--- config.mk ---
export PLATFORM = sky130hd
export DESIGN_NAME = mini_core_cr_regfile_flat
export DESIGN_NICKNAME = d
export VERILOG_FILES = /design/src/rtl/mini_core_cr_regfile_if.sv /design/src/rtl/mini_core_cr_regfile.sv /design/src/flat_wrapper.sv
export SDC_FILE = /design/constraint.sdc
export NUM_CORES = 1
export LEC_CHECK = 0
export ABC_AREA = 1
export CORE_UTILIZATION = 53
export DETAILED_ROUTE_END_ITERATION = 6
export DONT_BUFFER_PORTS = 1
export GPL_TIMING_DRIVEN = 0
export PLACE_DENSITY = 0.68
export SYNTH_ARGS = -nofsm -noshare
export SYNTH_HDL_FRONTEND = slang
export SYNTH_SLANG_ARGS = --single-unit
--- constraint.sdc ---
create_clock -name Clk -period 7.9 [get_ports Clk]
set_input_delay 1.58 -clock Clk [delete_from_list [all_inputs] [get_ports Clk]]
set_output_delay 1.58 -clock Clk [all_outputs]
set_load 0.05 [all_outputs]
--- src/rtl/mini_core_cr_regfile_if.sv ---
// Request/response bus between a core and the CR register file.
interface mini_core_cr_regfile_if;
  logic        Req_Valid;
  logic        Req_Wr;
  logic [31:0] Req_Addr;
  logic [31:0] Req_Data;
  logic [3:0]  Req_ByteEn;
  logic        Rsp_Valid;
  logic [31:0] Rsp_Data;
  logic        Rsp_Err;

  modport master (
    output Req_Valid, Req_Wr, Req_Addr, Req_Data, Req_ByteEn,
    input  Rsp_Valid, Rsp_Data, Rsp_Err
  );

  modport slave (
    input  Req_Valid, Req_Wr, Req_Addr, Req_Data, Req_ByteEn,
    output Rsp_Valid, Rsp_Data, Rsp_Err
  );
endinterface

--- src/rtl/mini_core_cr_regfile.sv ---
// Memory-mapped control registers: 7-segment digits, LEDs, buttons with
// sticky edge flags, switches, cursor position and a free-running cycle counter.
module mini_core_cr_regfile #(
  parameter logic [31:0] CR_BASE  = 32'h7000,
  parameter logic [31:0] CR_SIZE  = 32'h1000,
  parameter int unsigned NUM_SEG7 = 6,
  parameter int unsigned LED_W    = 10,
  parameter int unsigned SW_W     = 10,
  parameter int unsigned NUM_BTN  = 2
) (
  input  logic                    Clk,
  input  logic                    Rst_N,
  mini_core_cr_regfile_if.slave   bus,
  input  logic [NUM_BTN-1:0]      Btn_In,
  input  logic [SW_W-1:0]         Sw_In,
  output logic [8*NUM_SEG7-1:0]   Seg7_Out,
  output logic [LED_W-1:0]        Led_Out,
  output logic [31:0]             Cursor_H,
  output logic [31:0]             Cursor_V
);

  localparam int unsigned SEG_W      = 8 * NUM_SEG7;
  localparam logic [32:0] REGION_LO  = 33'(CR_BASE);
  localparam logic [32:0] REGION_HI  = 33'(CR_BASE) + 33'(CR_SIZE);
  localparam logic [29:0] W_LED      = 30'(NUM_SEG7);
  localparam logic [29:0] W_BTN      = 30'(NUM_SEG7 + 1);
  localparam logic [29:0] W_BTN_EVT  = 30'(NUM_SEG7 + 2);
  localparam logic [29:0] W_SWITCH   = 30'(NUM_SEG7 + 3);
  localparam logic [29:0] W_CURSOR_H = 30'(NUM_SEG7 + 4);
  localparam logic [29:0] W_CURSOR_V = 30'(NUM_SEG7 + 5);
  localparam logic [29:0] W_CYCLE    = 30'(NUM_SEG7 + 6);

  logic [SEG_W-1:0]   seg7_q,     seg7_d;
  logic [LED_W-1:0]   led_q,      led_d;
  logic [31:0]        cursor_h_q, cursor_h_d;
  logic [31:0]        cursor_v_q, cursor_v_d;
  logic [31:0]        cycle_q,    cycle_d;
  logic [NUM_BTN-1:0] btn_evt_q,  btn_evt_d;
  logic [NUM_BTN-1:0] btn_s1_q,   btn_s1_d;
  logic [NUM_BTN-1:0] btn_s2_q,   btn_s2_d;
  logic [NUM_BTN-1:0] btn_s3_q,   btn_s3_d;
  logic [SW_W-1:0]    sw_s1_q,    sw_s1_d;
  logic [SW_W-1:0]    sw_s2_q,    sw_s2_d;
  // Counts edges since reset release; edge detection waits until the
  // synchronizer and history flops all hold real samples.
  logic [1:0]         fill_q,     fill_d;
  logic               rsp_valid_q, rsp_valid_d;
  logic [31:0]        rsp_data_q,  rsp_data_d;
  logic               rsp_err_q,   rsp_err_d;

  logic [32:0]        addr_ext;
  logic [31:0]        offset;
  logic [29:0]        w;
  logic               hit;
  logic               mapped;
  logic [31:0]        be_mask;
  logic [31:0]        led_wr;
  logic [31:0]        clr_bits;
  logic [31:0]        rdata;
  logic [NUM_BTN-1:0] btn_rise;
  logic [NUM_BTN-1:0] evt_clr;

  // Address decode and write-data byte masking.
  always_comb begin
    addr_ext = {1'b0, bus.Req_Addr};
    hit      = (addr_ext >= REGION_LO) && (addr_ext < REGION_HI);
    offset   = bus.Req_Addr - CR_BASE;
    w        = 30'(offset >> 2);
    mapped   = (w <= W_CYCLE);
    be_mask  = {{8{bus.Req_ByteEn[3]}}, {8{bus.Req_ByteEn[2]}},
                {8{bus.Req_ByteEn[1]}}, {8{bus.Req_ByteEn[0]}}};
    led_wr   = (32'(led_q) & ~be_mask) | (bus.Req_Data & be_mask);
    clr_bits = bus.Req_Data & be_mask;
  end

  // Read mux: current register contents, zero-extended.
  always_comb begin
    rdata = '0;
    for (int unsigned k = 0; k < NUM_SEG7; k++) begin
      if (w == 30'(k)) rdata = {24'd0, seg7_q[8*k +: 8]};
    end
    if (w == W_LED)      rdata = 32'(led_q);
    if (w == W_BTN)      rdata = 32'(btn_s2_q);
    if (w == W_BTN_EVT)  rdata = 32'(btn_evt_q);
    if (w == W_SWITCH)   rdata = 32'(sw_s2_q);
    if (w == W_CURSOR_H) rdata = cursor_h_q;
    if (w == W_CURSOR_V) rdata = cursor_v_q;
    if (w == W_CYCLE)    rdata = cycle_q;
  end

  // Next-state: register writes, responses, synchronizers, events, counter.
  always_comb begin
    seg7_d      = seg7_q;
    led_d       = led_q;
    cursor_h_d  = cursor_h_q;
    cursor_v_d  = cursor_v_q;
    cycle_d     = cycle_q + 32'd1;
    btn_s1_d    = Btn_In;
    btn_s2_d    = btn_s1_q;
    btn_s3_d    = btn_s2_q;
    sw_s1_d     = Sw_In;
    sw_s2_d     = sw_s1_q;
    fill_d      = (fill_q == 2'd3) ? fill_q : fill_q + 2'd1;
    rsp_valid_d = 1'b0;
    rsp_data_d  = '0;
    rsp_err_d   = 1'b0;
    evt_clr     = '0;

    if (bus.Req_Valid && hit) begin
      if (!bus.Req_Wr) begin
        rsp_valid_d = 1'b1;
        rsp_err_d   = ~mapped;
        rsp_data_d  = mapped ? rdata : 32'd0;
      end else if (!mapped) begin
        rsp_err_d = 1'b1;
      end else begin
        for (int unsigned k = 0; k < NUM_SEG7; k++) begin
          if ((w == 30'(k)) && bus.Req_ByteEn[0]) seg7_d[8*k +: 8] = bus.Req_Data[7:0];
        end
        if (w == W_LED)      led_d      = led_wr[LED_W-1:0];
        if (w == W_BTN_EVT)  evt_clr    = clr_bits[NUM_BTN-1:0];
        if (w == W_CURSOR_H) cursor_h_d = (cursor_h_q & ~be_mask) | (bus.Req_Data & be_mask);
        if (w == W_CURSOR_V) cursor_v_d = (cursor_v_q & ~be_mask) | (bus.Req_Data & be_mask);
      end
    end

    // A new rising edge overrides a same-cycle clear.
    btn_rise  = (fill_q == 2'd3) ? (btn_s2_q & ~btn_s3_q) : '0;
    btn_evt_d = (btn_evt_q & ~evt_clr) | btn_rise;
  end

  // State registers with synchronous active-low reset.
  always_ff @(posedge Clk) begin
    if (!Rst_N) begin
      seg7_q      <= '0;
      led_q       <= '0;
      cursor_h_q  <= '0;
      cursor_v_q  <= '0;
      cycle_q     <= '0;
      btn_evt_q   <= '0;
      btn_s1_q    <= '0;
      btn_s2_q    <= '0;
      btn_s3_q    <= '0;
      sw_s1_q     <= '0;
      sw_s2_q     <= '0;
      fill_q      <= '0;
      rsp_valid_q <= 1'b0;
      rsp_data_q  <= '0;
      rsp_err_q   <= 1'b0;
    end else begin
      seg7_q      <= seg7_d;
      led_q       <= led_d;
      cursor_h_q  <= cursor_h_d;
      cursor_v_q  <= cursor_v_d;
      cycle_q     <= cycle_d;
      btn_evt_q   <= btn_evt_d;
      btn_s1_q    <= btn_s1_d;
      btn_s2_q    <= btn_s2_d;
      btn_s3_q    <= btn_s3_d;
      sw_s1_q     <= sw_s1_d;
      sw_s2_q     <= sw_s2_d;
      fill_q      <= fill_d;
      rsp_valid_q <= rsp_valid_d;
      rsp_data_q  <= rsp_data_d;
      rsp_err_q   <= rsp_err_d;
    end
  end

  assign bus.Rsp_Valid = rsp_valid_q;
  assign bus.Rsp_Data  = rsp_data_q;
  assign bus.Rsp_Err   = rsp_err_q;
  assign Seg7_Out      = seg7_q;
  assign Led_Out       = led_q;
  assign Cursor_H      = cursor_h_q;
  assign Cursor_V      = cursor_v_q;

endmodule
--- src/flat_wrapper.sv ---
// flat-port wrapper written by rule: the top's interface ports become plain ports
module mini_core_cr_regfile_flat 
#(
  parameter logic [31:0] CR_BASE  = 32'h7000,
  parameter logic [31:0] CR_SIZE  = 32'h1000,
  parameter int unsigned NUM_SEG7 = 6,
  parameter int unsigned LED_W    = 10,
  parameter int unsigned SW_W     = 10,
  parameter int unsigned NUM_BTN  = 2
)
  (Clk, Rst_N, Btn_In, Sw_In, Seg7_Out, Led_Out, Cursor_H, Cursor_V, bus_Req_Valid, bus_Req_Wr, bus_Req_Addr, bus_Req_Data, bus_Req_ByteEn, bus_Rsp_Valid, bus_Rsp_Data, bus_Rsp_Err);
  mini_core_cr_regfile_if bus_i ();
  input  logic Clk;
  input  logic Rst_N;
  input  logic [NUM_BTN-1:0] Btn_In;
  input  logic [SW_W-1:0] Sw_In;
  output logic [8*NUM_SEG7-1:0] Seg7_Out;
  output logic [LED_W-1:0] Led_Out;
  output logic [31:0] Cursor_H;
  output logic [31:0] Cursor_V;
  input wire logic [$bits(bus_i.Req_Valid)-1:0] bus_Req_Valid;
  input wire logic [$bits(bus_i.Req_Wr)-1:0] bus_Req_Wr;
  input wire logic [$bits(bus_i.Req_Addr)-1:0] bus_Req_Addr;
  input wire logic [$bits(bus_i.Req_Data)-1:0] bus_Req_Data;
  input wire logic [$bits(bus_i.Req_ByteEn)-1:0] bus_Req_ByteEn;
  output wire logic [$bits(bus_i.Rsp_Valid)-1:0] bus_Rsp_Valid;
  output wire logic [$bits(bus_i.Rsp_Data)-1:0] bus_Rsp_Data;
  output wire logic [$bits(bus_i.Rsp_Err)-1:0] bus_Rsp_Err;
  assign bus_i.Req_Valid = bus_Req_Valid;
  assign bus_i.Req_Wr = bus_Req_Wr;
  assign bus_i.Req_Addr = bus_Req_Addr;
  assign bus_i.Req_Data = bus_Req_Data;
  assign bus_i.Req_ByteEn = bus_Req_ByteEn;
  assign bus_Rsp_Valid = bus_i.Rsp_Valid;
  assign bus_Rsp_Data = bus_i.Rsp_Data;
  assign bus_Rsp_Err = bus_i.Rsp_Err;
  mini_core_cr_regfile #(.CR_BASE(CR_BASE), .CR_SIZE(CR_SIZE), .NUM_SEG7(NUM_SEG7), .LED_W(LED_W), .SW_W(SW_W), .NUM_BTN(NUM_BTN)) u_core (.Clk(Clk), .Rst_N(Rst_N), .bus(bus_i), .Btn_In(Btn_In), .Sw_In(Sw_In), .Seg7_Out(Seg7_Out), .Led_Out(Led_Out), .Cursor_H(Cursor_H), .Cursor_V(Cursor_V));
endmodule
==> results of run 1 <==
cells in the mapped netlist (17+ instances only):
cell      count
dfxtp_1     218
nand2_1     191
a21oi_1     153
inv_1       150
nor2_1      135
o21ai_0     105
nor3_1       70
nand3_1      48
clkbuf_1     33
a211oi_1     26
a221oi_1     24
nor2_2       20
o21ai_1      17
worst max-delay path, stage by stage:
cell and delay (ns):
nor2_1 0.15, nand2_1 0.11, nor2_2 0.19, nand3_1 0.13, nand2_1 0.10, nand3_1 0.07, nor2_1 0.12, and2_1 0.16
buf_6 0.15, nand2_2 0.09, nor2_2 0.27, buf_4 0.27, buf_2 0.27, a21oi_1 0.10, a221oi_1 0.44
cell usage in the layout (no fill, tap or decap), types with 4 or more instances in the layout:
| master | count |
|---|---|
| inv_1 | 150 |
| or2_2 | 5 |
| o21ai_1 | 17 |
| nor2_1 | 135 |
| buf_6 | 4 |
| a21oi_1 | 153 |
| nor4_1 | 7 |
| a221oi_1 | 24 |
| a211oi_1 | 26 |
| clkbuf_16 | 23 |
| o21ai_0 | 105 |
| nand2_2 | 4 |
| buf_4 | 6 |
| nand4_1 | 16 |
| dfxtp_1 | 218 |
| clkinv_1 | 10 |
| nand3_1 | 48 |
| buf_2 | 12 |
| clkbuf_8 | 7 |
| inv_2 | 4 |
| nand2_1 | 191 |
| nor3_1 | 70 |
| nor2_4 | 11 |
| clkbuf_1 | 37 |
| nor2_2 | 20 |
final timing paths:
path / end / cells after the start / start / slack, ns
hold reg to reg: u_core.sw_s2_q[3] / 2 / u_core.sw_s1_q[3] / 0.41
setup / recovery: u_core.bus.Rsp_Data[8] / 15 / bus_Req_Addr[20] / 4.07
hold / removal: u_core.sw_s2_q[3] / 2 / u_core.sw_s1_q[3] / 0.41
setup reg to reg: u_core.cycle_q[30] / 19 / u_core.cycle_q[0] / 4.95
area by class of cell:
| cell class | count | area [um2] |
|---|---|---|
| well taps | 229 | 286.5 |
| fillers | 1724 | 7157 |
| clock buffers | 34 | 686.9 |
| inverters | 164 | 615.6 |
| clock inverters | 5 | 92.59 |
| flip-flops and latches | 218 | 4364 |
| plain buffers | 58 | 285.3 |
| multi-input cells | 871 | 4414 |
cell families after synthesis:
group                      share of synthesized area
xor gates and xnor gates                    0.003620
buffers and inverters                        0.09307
AOI/OAI and AO/OA                             0.1947
and+or+nand+nor                               0.2552
adders and majority gates                   0.002585
DFF                                           0.4509
per-stage QoR:
stage	util	total power, mW
after floorplan	-	1.193
after global placement	0.5567	1.215
after detailed placement	0.5567	1.216
after CTS	0.6002	2.313
after global routing	0.6002	2.365
final	0.6002	2.305
metal layers:
layer	vias to the layer above	wire length, um	GRT usage
met1	4107	12170	0.3879
met4	0	692	0.1007
met3	47	2958	0.08370
met2	388	13070	0.4913
met5	-	0	0
li1	4434	-	-
power by group:
part	leakage [nW]	total (mW)	switching [mW]	internal, mW
clock	0.381	1.11	0.445	0.667
combinational	2.03	0.0777	0.0566	0.0211
sequential	1.76	1.11	0.00515	1.11
total	4.18	2.31	0.507	1.80
==> results.sh, run 1 <==
export IMPL_crit_fanout=10
export IMPL_io_pins=240
export IMPL_hold_class="register to register"
export IMPL_dieHeight_um=137.1
export IMPL_grt_pass1_vias=8278
export IMPL_dpl_cell_area_mm2=0.009966
export IMPL_fmax_ghz=0.2613
export IMPL_synth_top_area_share=0.4509
export IMPL_die_w_um=137.1
export IMPL_synth_cell_types=45
export IMPL_dpl_cell_count=1540
export IMPL_async_reset_ff_frac=0
export IMPL_grt_pass1_wl_mm=43.98
export IMPL_clockBufferDepth=3
export IMPL_fin_cells=1579
export IMPL_status="completed"
export IMPL_cts_tree="yes"
export IMPL_clk_pin_slew_ns=0.06
export IMPL_leakage_nw=4.175
export IMPL_netlist_instances=1311
export IMPL_fp_coreArea_mm2=0.01790
export IMPL_hpwl_mm=22.15
export IMPL_synth_area_top_cells="dfxtp_1 (45%), a21oi_1 (7.9%), nand2_1 (7.4%)"
export IMPL_first_pass_iters=5
export IMPL_track_usage=0.3035
export IMPL_grt_overflow=0
export IMPL_htreeDepth=1
export IMPL_finalCritPeriodShare=0.4845
export IMPL_syn_nets=1397
export IMPL_wl_per_cell_um=18.30
export IMPL_n_antenna_cell=0
export IMPL_worst_slew_pin_slew_ns=0.8583
export IMPL_place_ws_ns=3.614
export IMPL_numClockSinks=218
export IMPL_ys_ff_latch=218
export IMPL_clkLatencyLatePin_ns=0.53
export IMPL_via_per_inst=5.685
export IMPL_worst_slack_ns=4.073
export IMPL_slew_viol_final=0
export IMPL_initial_utilization=0.5407
export IMPL_cts_made_buffers=23
export IMPL_grt_antenna_before_repair=0
export IMPL_finalNetCount=1422
export IMPL_post_route_drc_count=0
export IMPL_route_vias_total=8976
export IMPL_netlist_area_mm2=0.009679
export IMPL_hold_viol_final=0
export IMPL_syn2layout_area_growth_pct=11.01
export IMPL_wl_mm=28.89
export IMPL_worstSetupStartpointType="input port"
export IMPL_worstPathArrival_ns=4.21
export IMPL_path_class="input port to register"
export IMPL_cts_hold_buf=0
export IMPL_rows=49
export IMPL_yosysSeqAreaShare=0.4509
export IMPL_final_setup_tns_ns=0
export IMPL_io_buffers=0
export IMPL_rsz0062_at_grt="false"
export IMPL_peakVddDrop_mv=0.1803
export IMPL_finalInstanceArea_mm2=0.01075
export IMPL_antenna_left=0
export IMPL_drive_gt1_frac=0.08444
export IMPL_syn_area_per_cell_um2=7.383
export IMPL_power_density_mw_per_mm2=214.6
export IMPL_grt_max_degree=14
export IMPL_hold_ws_ns=0.4083
export IMPL_timing_slew_headroom=0.4217
export IMPL_synth_ff_type="dfxtp_1"
export IMPL_min_period_ns=3.827
export IMPL_drv_cap=0
export IMPL_synth_top_area_cell="dfxtp_1"
export IMPL_gp_congestion=0.9172
export IMPL_worstPathRequired_ns=8.28
export IMPL_drt_iter0_markers=797
export IMPL_cts_root_buf="clkbuf_16"
export IMPL_post_cts_setup_buffers=0
export IMPL_setup_viol=0
export IMPL_fin_worst_skew_ns=0.01342
export IMPL_synth_edff_count=0
export IMPL_die_area_mm2=0.01881
export IMPL_synth_warnings=0
export IMPL_cts_resized=0
export IMPL_end_kind="register"
(Power assumes the default switching activity.)
==> run 2, diff against run 1 <==
==> constraint.sdc (replaced) <==
create_clock -name Clk -period 4 [get_ports Clk]
set_input_delay 0.8 -clock Clk [delete_from_list [all_inputs] [get_ports Clk]]
set_output_delay 0.8 -clock Clk [all_outputs]
set_load 0.05 [all_outputs]
==> results of run 2 <==
The final DEF is identical to that of run 1. Status: completed.
Main changes from that run: setup slack after placement 3.614 ns -> 0.4944 ns; setup slack after layout 4.073 ns -> 0.9527 ns; hold slack 0.4083 ns -> 0.3677 ns; register-to-register setup slack 4.95 ns -> 1.05 ns; end point of the worst hold path u_core.sw_s2_q[3] -> u_core.sw_s1_q[7]; total power 2.305 mW -> 4.553 mW; worst IR drop on VDD 0.1803 mV -> 0.3561 mV
==> run 3, diff against run 2 <==
==> constraint.sdc (replaced) <==
create_clock -name Clk -period 2.85 [get_ports Clk]
set_input_delay 0.57 -clock Clk [delete_from_list [all_inputs] [get_ports Clk]]
set_output_delay 0.57 -clock Clk [all_outputs]
set_load 0.05 [all_outputs]
==> run 3 against run 2 <==
Against the previous run: clock power increased by 40%; sequential share of layout area decreased by 0.79 points; utilization increased by 1.4 points; clock skew increased by 0.0027 ns; sequential cell count unchanged; die area unchanged; combinational power rose by 46%; non-clock buffer count is 14 higher; global-route usage is 0.21 points higher; worst setup slack got worse by 0.80 ns; wire length up 1.6%; critical path type is now register to register; largest cell class unchanged; highest routed layer unchanged.
==> results.sh, run 3 (same netlist as run 1, synthesis figures left out) <==
export IMPL_cts_root_buf="clkbuf_16"
export IMPL_rsz0062_at_grt="true"
export IMPL_power_density_mw_per_mm2=581.3
export IMPL_finalPower_mw=6.391
export IMPL_worstPathRequired_ns=3.31
export IMPL_grt_antenna_before_repair=0
export IMPL_track_usage=0.3056
export IMPL_hold_ws_ns=0.1363
export IMPL_min_period_ns=2.696
export IMPL_combPwrFrac=0.035
export IMPL_io_buffers=0
export IMPL_dpl_cell_count=1540
export IMPL_grt_pass1_vias=8360
export IMPL_final_setup_tns_ns=0
export IMPL_die_w_um=137.1
export IMPL_crit_fanout=3
export IMPL_pwr_share_seq=0.484
export IMPL_die_area_mm2=0.01881
export IMPL_dieHeight_um=137.1
export IMPL_syn2layout_area_growth_pct=13.59
export IMPL_initial_utilization=0.5407
export IMPL_rows=49
export IMPL_n_antenna_cell=0
export IMPL_fmax_ghz=0.3709
export IMPL_io_pins=240
export IMPL_wl_per_cell_um=18.42
export IMPL_fin_worst_skew_ns=0.01616
export IMPL_drv_cap=0
export IMPL_p_switching_mw=1.402
export IMPL_fill_cells=1693
export IMPL_slew_viol_final=0
export IMPL_end_kind="register"
export IMPL_grt_max_degree=14
export IMPL_fin_cells=1593
export IMPL_worstSetupStartpointType="register"
export IMPL_via_per_inst=5.712
export IMPL_hold_viol_final=0
export IMPL_peakVddDrop_mv=0.4943
export IMPL_drt_iter0_markers=751
export IMPL_gp_congestion=0.9172
export IMPL_cts_hold_buf=0
export IMPL_hold_class="input port to register"
export IMPL_p_clk_frac=0.481
export IMPL_drive_gt1_frac=0.1136
export IMPL_worst_slew_pin_slew_ns=0.6950
export IMPL_wl_mm=29.34
export IMPL_swShare=0.2194
export IMPL_status="completed"
export IMPL_cts_made_buffers=23
export IMPL_worstPathArrival_ns=3.16
export IMPL_finalCritPeriodShare=0.9459
export IMPL_path_class="register to register"
export IMPL_hpwl_mm=22.15
export IMPL_numClockSinks=218
export IMPL_internal_power_mw=4.989
export IMPL_antenna_left=0
export IMPL_route_vias_total=9099
export IMPL_timing_slew_headroom=0.5367
export IMPL_final_cell_mix="dfxtp_1 (213), nand2_1 (189), a21oi_1 (152)"
export IMPL_final_common_cell="dfxtp_1"
export IMPL_grt_pass1_wl_mm=44.29
export IMPL_finalNetCount=1436
export IMPL_leakage_nw=4.275
export IMPL_grt_overflow=0
export IMPL_first_pass_iters=6
export IMPL_clockBufferDepth=3
export IMPL_setup_viol=0
export IMPL_clk_pin_slew_ns=0.06
export IMPL_fp_coreArea_mm2=0.01790
export IMPL_post_route_drc_count=0
export IMPL_htreeDepth=1
export IMPL_clkLatencyLatePin_ns=0.53
export IMPL_cts_tree="yes"
run 3: cell types whose count changed in the layout (fill, tap and decap cells not counted), moves of 3 or more:
cell	previous run	this run
buf_4	6	20
nor2_1	135	127
nand3_1	48	42
dfxtp_1	218	213
nand3_2	3	8
nor2_4	11	16
dfxtp_4	0	3
nor2_2	20	23
o21ai_0	105	102
o21ai_1	17	20
run 3: path summary, 6_finish.rpt:
kind | slack, ns | to | start | cells past startpoint
worst max-delay path | 0.15 | u_core.cycle_q[30] | u_core.cycle_q[0] | 19
worst min-delay path | 0.14 | u_core.sw_s1_q[7] | Sw_In[7] | 2
worst max register to register | 0.15 | u_core.cycle_q[30] | u_core.cycle_q[0] | 19
worst min register to register | 0.41 | u_core.sw_s2_q[3] | u_core.sw_s1_q[3] | 2
run 3: routing by layer:
layer	global-route usage	wire, um	up-vias
met5	0	0	-
li1	-	-	4459
met2	0.4978	13310	399
met3	0.08222	2963	48
met4	0.1038	766	0
met1	0.3886	12300	4193
run 3: power by group through the flow:
stage / Sequential, mW / Combinational [mW] / Clock [mW]
after floorplan: 3.15 / 0.152 / 0
after global placement: 3.16 / 0.209 / 0
after detailed placement: 3.16 / 0.212 / 0
after CTS: 3.09 / 0.219 / 3.11
after global routing: 3.09 / 0.248 / 3.22
final: 3.09 / 0.223 / 3.07
run 3: worst max-delay path: stages, from the launching register on:
cell,delay (ns)
dfxtp_4,0.38
ha_4,0.15
nand3_4,0.07
nor2_4,0.09
nand2_2,0.09
nor2_4,0.09
nand4_1,0.14
nor2_2,0.16
nand4_1,0.13
nor2_1,0.11
nand4_1,0.13
nor2_2,0.14
nand4_1,0.13
nor2_2,0.13
nand2_1,0.09
nor2_2,0.15
nand3_2,0.12
nor2_2,0.11
o21ai_1,0.08
a21oi_1,0.14
run 3: cell type report:
type,count,area [um2],area share
inverters,164,618.1,0.05622
clock inverters,5,92.59,0.008422
clock buffers,34,686.9,0.06248
flip-flops and latches,218,4378,0.3982
plain buffers,58,287.8,0.02618
repair buffers,14,105.1,0.009560
well taps,229,286.5,0.02606
multi-input cells,871,4539,0.4129
run 3: per-stage QoR:
| stage | utilization | cell area [um2] | worst slack, ns |
|---|---|---|---|
| after global placement | 0.5567 | 9966 | -0.4270 |
| final | 0.6141 | 10990 | 0.1541 |
| after detailed placement | 0.5567 | 9966 | -0.4256 |
| after global routing | 0.6141 | 10990 | -0.07007 |
| after CTS | 0.6082 | 10890 | -0.001287 |
| after floorplan | - | 9679 | 0.2723 |
run 3: timing repair:
action,in CTS,in global routing
gates resized for setup,17,27
pin swaps,18,18
endpoints found under the setup margin,2,88
buffers inserted,11,3
